**config.mk**
```make
export PLATFORM = sky130hd
export DESIGN_NAME = posit_adder_8bit
export DESIGN_NICKNAME = d
export VERILOG_FILES = /design/src/rtl/posit8_pkg.sv /design/src/rtl/posit8_decode.sv /design/src/rtl/posit_adder_8bit.sv
export SDC_FILE = /design/constraint.sdc
export NUM_CORES = 1
export LEC_CHECK = 0
export ABC_AREA = 0
export CAP_MARGIN = 40
export CORE_ASPECT_RATIO = 1.1
export CORE_MARGIN = 3
export CORE_UTILIZATION = 50
export DETAILED_ROUTE_END_ITERATION = 7
export GPL_TIMING_DRIVEN = 0
export PLACE_DENSITY = 0.67
export SYNTH_ARGS = -nofsm -noshare
export SYNTH_HDL_FRONTEND = slang
export SYNTH_SLANG_ARGS = --single-unit
export TNS_END_PERCENT = 50
```
**constraint.sdc**
```tcl
create_clock -name clk -period 47 [get_ports clk]
set_input_delay 11.75 -clock clk [delete_from_list [all_inputs] [get_ports clk]]
set_output_delay 11.75 -clock clk [all_outputs]
set_load 0.1 [all_outputs]
```
**src/rtl/posit8_pkg.sv**
```systemverilog
// Shared constants and types for the 8-bit posit<8,0> datapath.
// FIX_* describe the exact fixed-point form: every posit8 value is a multiple of 2^FIX_LSB_EXP.
package posit8_pkg;

    localparam int POSIT_N     = 8;
    localparam int POSIT_ES    = 0;
    localparam int FIX_W       = 16;
    localparam int FIX_LSB_EXP = -6;
    // Widest fraction field: sign bit plus a two-bit regime leaves the rest.
    localparam int FRAC_W      = POSIT_N - 3 - POSIT_ES;

    localparam logic [POSIT_N-1:0] POSIT_ZERO   = 8'h00;
    localparam logic [POSIT_N-1:0] POSIT_NAR    = 8'h80;
    localparam logic [POSIT_N-1:0] POSIT_MAXPOS = 8'h7F;
    localparam logic [POSIT_N-1:0] POSIT_MINPOS = 8'h01;

    typedef logic [POSIT_N-1:0] posit8_t;

    typedef struct packed {
        logic               is_nar;
        logic               is_zero;
        logic               sign;
        logic signed [3:0]  k;
        logic [FRAC_W-1:0]  frac;
    } posit8_dec_t;

endpackage

```
**src/rtl/posit8_decode.sv**
```systemverilog
// Combinational posit<8,0> field decoder: sign, regime scale k and MSB-aligned fraction.
module posit8_decode
    import posit8_pkg::*;
(
    input  posit8_t     p,
    output posit8_dec_t dec
);

    logic [7:0] mag;
    logic [6:0] body;
    logic [6:0] rest;
    logic [3:0] run;
    logic       run_done;

    always_comb begin
        mag      = p[7] ? (~p + 8'd1) : p;
        body     = mag[6:0];
        run      = 4'd0;
        run_done = 1'b0;
        for (int i = 6; i >= 0; i--) begin
            if (!run_done && (body[i] == body[6])) begin
                run = run + 4'd1;
            end else begin
                run_done = 1'b1;
            end
        end
        // Drop the regime run and its terminator; what is left is the fraction, MSB first.
        rest = body << (run + 4'd1);

        dec.is_nar  = (p == POSIT_NAR);
        dec.is_zero = (p == POSIT_ZERO);
        dec.sign    = p[7];
        dec.k       = body[6] ? (run - 4'd1) : (4'd0 - run);
        dec.frac    = rest[6:2];
    end

endmodule

```
**src/rtl/posit_adder_8bit.sv**
```systemverilog
// Registered posit<8,0> adder: exact fixed-point add, then normalise, round-to-nearest-even and saturate.
// No handshake: lhs/rhs are sampled on every rising edge and add_result follows one cycle later.
module posit_adder_8bit
    import posit8_pkg::*;
(
    input  logic       clk,
    input  logic       rst_n,
    input  logic [7:0] lhs,
    input  logic [7:0] rhs,
    output logic [7:0] add_result
);

    posit8_dec_t dec_a;
    posit8_dec_t dec_b;

    posit8_decode u_dec_lhs (.p(lhs), .dec(dec_a));
    posit8_decode u_dec_rhs (.p(rhs), .dec(dec_b));

    // Value in units of 2^FIX_LSB_EXP: (1.frac) * 2^k, shifted so k = FIX_LSB_EXP lands on bit 0.
    function automatic logic [FIX_W-1:0] to_fix(input posit8_dec_t d);
        logic [3:0]       shamt;
        logic [17:0]      scaled;
        logic [FIX_W-1:0] mag;
        shamt  = $unsigned(d.k) - 4'(FIX_LSB_EXP);
        scaled = {12'd0, 1'b1, d.frac} << shamt;
        mag    = 16'(scaled >> FRAC_W);
        if (d.is_zero) begin
            mag = '0;
        end
        return d.sign ? (~mag + 16'd1) : mag;
    endfunction

    logic signed [FIX_W-1:0] fix_a;
    logic signed [FIX_W-1:0] fix_b;
    logic signed [FIX_W-1:0] sum;
    logic [FIX_W-1:0]        abs_sum;
    logic                    sum_neg;
    logic [3:0]              lead;
    logic [13:0]             norm;
    logic [4:0]              run;
    logic [31:0]             unbounded;
    logic [6:0]              body;
    logic [6:0]              body_r;
    logic                    guard;
    logic                    sticky;
    logic [7:0]              mag_pat;
    posit8_t                 result_next;

    always_comb begin
        fix_a   = $signed(to_fix(dec_a));
        fix_b   = $signed(to_fix(dec_b));
        sum     = fix_a + fix_b;
        sum_neg = sum[FIX_W-1];
        abs_sum = sum_neg ? (~sum + 16'd1) : sum;

        lead = 4'd0;
        for (int i = 0; i < 14; i++) begin
            if (abs_sum[i]) begin
                lead = 4'(i);
            end
        end
        norm = abs_sum[13:0] << (4'd13 - lead);

        // Scale k = lead - 6: k >= 0 is k+1 ones then 0, k < 0 is -k zeros then 1.
        if (lead >= 4'd6) begin
            run       = 5'(lead) - 5'd5;
            unbounded = ~(32'hFFFF_FFFF >> run) | ({1'b0, norm[12:0], 18'd0} >> run);
        end else begin
            run       = 5'd6 - 5'(lead);
            unbounded = {1'b1, norm[12:0], 18'd0} >> run;
        end

        body   = unbounded[31:25];
        guard  = unbounded[24];
        sticky = |unbounded[23:0];
        body_r = body + 7'(guard & (sticky | body[0]));

        if (abs_sum > 16'd4096) begin
            body_r = POSIT_MAXPOS[6:0];
        end
        if (body_r == 7'd0) begin
            body_r = POSIT_MINPOS[6:0];
        end
        mag_pat = {1'b0, body_r};

        if (dec_a.is_nar || dec_b.is_nar) begin
            result_next = POSIT_NAR;
        end else if (dec_a.is_zero) begin
            result_next = rhs;
        end else if (dec_b.is_zero) begin
            result_next = lhs;
        end else if (sum == '0) begin
            result_next = POSIT_ZERO;
        end else begin
            result_next = sum_neg ? (~mag_pat + 8'd1) : mag_pat;
        end
    end

    always_ff @(posedge clk) begin
        if (!rst_n) begin
            add_result <= POSIT_ZERO;
        end else begin
            add_result <= result_next;
        end
    end

endmodule

```
==> impl_metrics.json <==
{
  "postRouteAntennaNets": 0,
  "cts_tree": "built",
  "yosysMostFrequentCell": "nand2_1",
  "fin_crit_ns": 29.83,
  "timing.fmax_ghz": 0.0335,
  "avgViaCountPerCell": 6.97,
  "cpMostUsedCell": "ha_1",
  "fp.dieW_um": 134,
  "cp-startpoint": "rhs[0]",
  "crit_type": "input pin to flip-flop",
  "ctsHoldBuffers": 0,
  "drt_drc_violations_left": 0,
  "final_core_util": 0.560,
  "period_share": 0.635,
  "area_growth_syn_to_layout_pct": 7.66,
  "hold_viol_final": 0,
  "netlist_top_cells_area": "nand2_1 (6.0%), nor2_1 (5.4%), xnor2_1 (5.0%), ha_1 (5.0%), a21oi_1 (4.5%)",
  "htreeDepth": 1,
  "worst-endpoint-arrival_ns": 29.94,
  "syn_area_per_cell_um2": 6.62,
  "ys_types": 115,
  "drt_iter0_markers": 1147,
  "ys_top_cells_by_count": "nand2_1 (144), nor2_1 (130), a21oi_1 (82)",
  "async_flop_share": 0,
  "layout.nets": 1456,
  "grt_first_pass_wirelength_um": 51900,
  "antenna_found_initial": 0,
  "largest_reg_flops": 8,
  "io_buffers": 20,
  "start_util": 0.520,
  "dp_hpwl_um": 25700,
  "grt_max_degree": 15,
  "drive_gt1_frac": 0.0879,
  "grt_use_total": 0.308,
  "synth_area_mm2": 0.00905,
  "grt_pass1_vias": 10200,
  "slowest_delay_ns": 0.74,
  "reg_top3": "add_result x8",
  "start_kind": "input pin",
  "maxSlewViolCount": 0,
  "rsz0062_at_grt": "no",
  "wl_um": 32500,
  "required_ns": 47.11,
  "worstMarginPinSlew_ns": 1.06,
  "rows": 50,
  "numCtsBuffers": 3,
  "ctsResizeCount": 0,
  "cts_buffer_depth": 2,
  "vias": 11400,
  "core_area_mm2": 0.0174,
  "die_y_um": 147,
  "place_congestion": 1.01,
  "clk_pin_slew_ns": 0.04,
  "dp_slack_ns": 17.38,
  "insertedDiodeCount": 0,
  "setup_viol": 0,
  "top_register": "add_result",
  "ys_seq_area_frac": 0.0177,
  "hold_start": "rhs[2]",
  "yosys_register_bits": 8,
  "drv_cap": 0,
  "wl_per_cell_um": 19.9,
  "cp_max_fo": 14,
  "synth_top_area_share": 0.0597,
  "setup_tns_ns": 0,
  "grt.overflow.total": 0,
  "cts_sinks": 8,
  "cts_setup_buffers": 0,
  "post-synth-top-area-cell": "nand2_1",
  "hp-class": "input pin to flip-flop",
  "setup_slack_ns": 17.17,
  "status": "complete, no violations",
  "die_area_mm2": 0.0198,
  "syn_nets": 1422,
  "maxSlewHeadroom": 0.292,
  "synth_edf_count": 0,
  "postSynthCellCount": 1367,
  "cp_slowest_cell": "nor3_1",
  "yosysWarnings": 0,
  "synth_ff_type": "dfxtp_1",
  "clockRootBuffer": "clkbuf_16",
  "crit_path_end_kind": "flip-flop",
  "firstDrtPassIters": 8,
  "ioPinCount": 26
}
## through the flow
| stage | instances | cell area, um2 | hold slack [ns] |
|---|---|---|---|
| final | 1633 | 9740 | 12.04 |
| after global routing | 1633 | 9740 | 12.08 |
| after CTS | 1633 | 9740 | 12.04 |
| after detailed placement | 1630 | 9670 | 12.30 |
| after global placement | 1621 | 9540 | 12.28 |
| after floorplan | 1367 | 9050 | 11.88 |
## area by class of cell
class / count / area (um2)
plain buffers: 81 / 358
clock buffers: 3 / 75.1
fillers: 1814 / 7650
inverters: 46 / 173
multi-input cells: 1232 / 8360
flip-flops and latches: 8 / 160
well taps: 234 / 293
repair buffers: 29 / 325
## critical path: cells and delay by family
kind | cells | cell delay [ns]
multiplexers | 2 | 0.97
adder cells (fa/ha/maj) | 8 | 2.47
XOR/XNOR | 2 | 0.74
AND/OR/NAND/NOR | 21 | 6.29
buffers and inverters | 17 | 4.64
AO/OA/AOI/OAI | 12 | 3.02
## cell usage in the layout, fill, tap and decap left out, types with 8 or more instances in the layout
cell type,synthesis,routed
nand2_1,144,144
nor2_1,130,130
a21oi_1,82,82
o21ai_0,63,63
clkbuf_1,52,52
xnor2_1,52,52
nor3_1,52,52
inv_1,40,40
nand3_1,37,37
ha_1,36,36
a31oi_1,34,34
o211ai_1,30,30
xor2_1,27,27
o31ai_1,27,27
mux2i_1,26,26
nand4_1,24,24
and2_1,24,24
a211oi_1,24,24
buf_2,22,23
nand2b_1,23,23
clkdlybuf4s50_1,0,20
and3_1,19,19
a211o_1,16,16
or3_1,16,16
nor2b_1,14,14
a21o_1,14,14
o21a_1,14,14
nor4_1,13,13
o22ai_1,13,13
or2_2,12,12
a22oi_1,12,12
o31a_1,11,11
a31o_2,10,10
o2111ai_1,9,9
o211a_1,8,8
a32oi_1,8,8
mux2_2,8,8
dfxtp_1,8,8
buf_8,0,8
## kinds of logic (layout without fill, tap and decap cells)
group                    count (synthesis)  in the layout  synth area share
AND/OR/NAND/NOR                        557            557             0.315
multiplexers                            36             36            0.0429
XOR/XNOR                                82             82            0.0843
AO/OA/AOI/OAI                          519            519             0.428
flip-flops                               8              8            0.0177
adder cells (fa/ha/maj)                 38             38            0.0531
buffers and inverters                  127            159            0.0586
## routing by layer
| layer | up-vias | share of wire | wire length, um | track usage |
|---|---|---|---|---|
| met5 | - | 0 | 0 | 0 |
| met2 | 585 | 0.47 | 15400 | 0.529 |
| met3 | 134 | 0.060 | 1940 | 0.0192 |
| met1 | 5273 | 0.41 | 13400 | 0.395 |
| met4 | 0 | 0.053 | 1730 | 0.137 |
| li1 | 5384 | - | - | - |
## final timing paths
check	endpoint	slack [ns]	depth (start not counted)
max	add_result[2]	17.17	62
min	add_result[2]	12.04	3
Power is left out: the tool's default activity adds up to more than one toggle a clock period on the data nets, which glitch-free logic cannot reach.
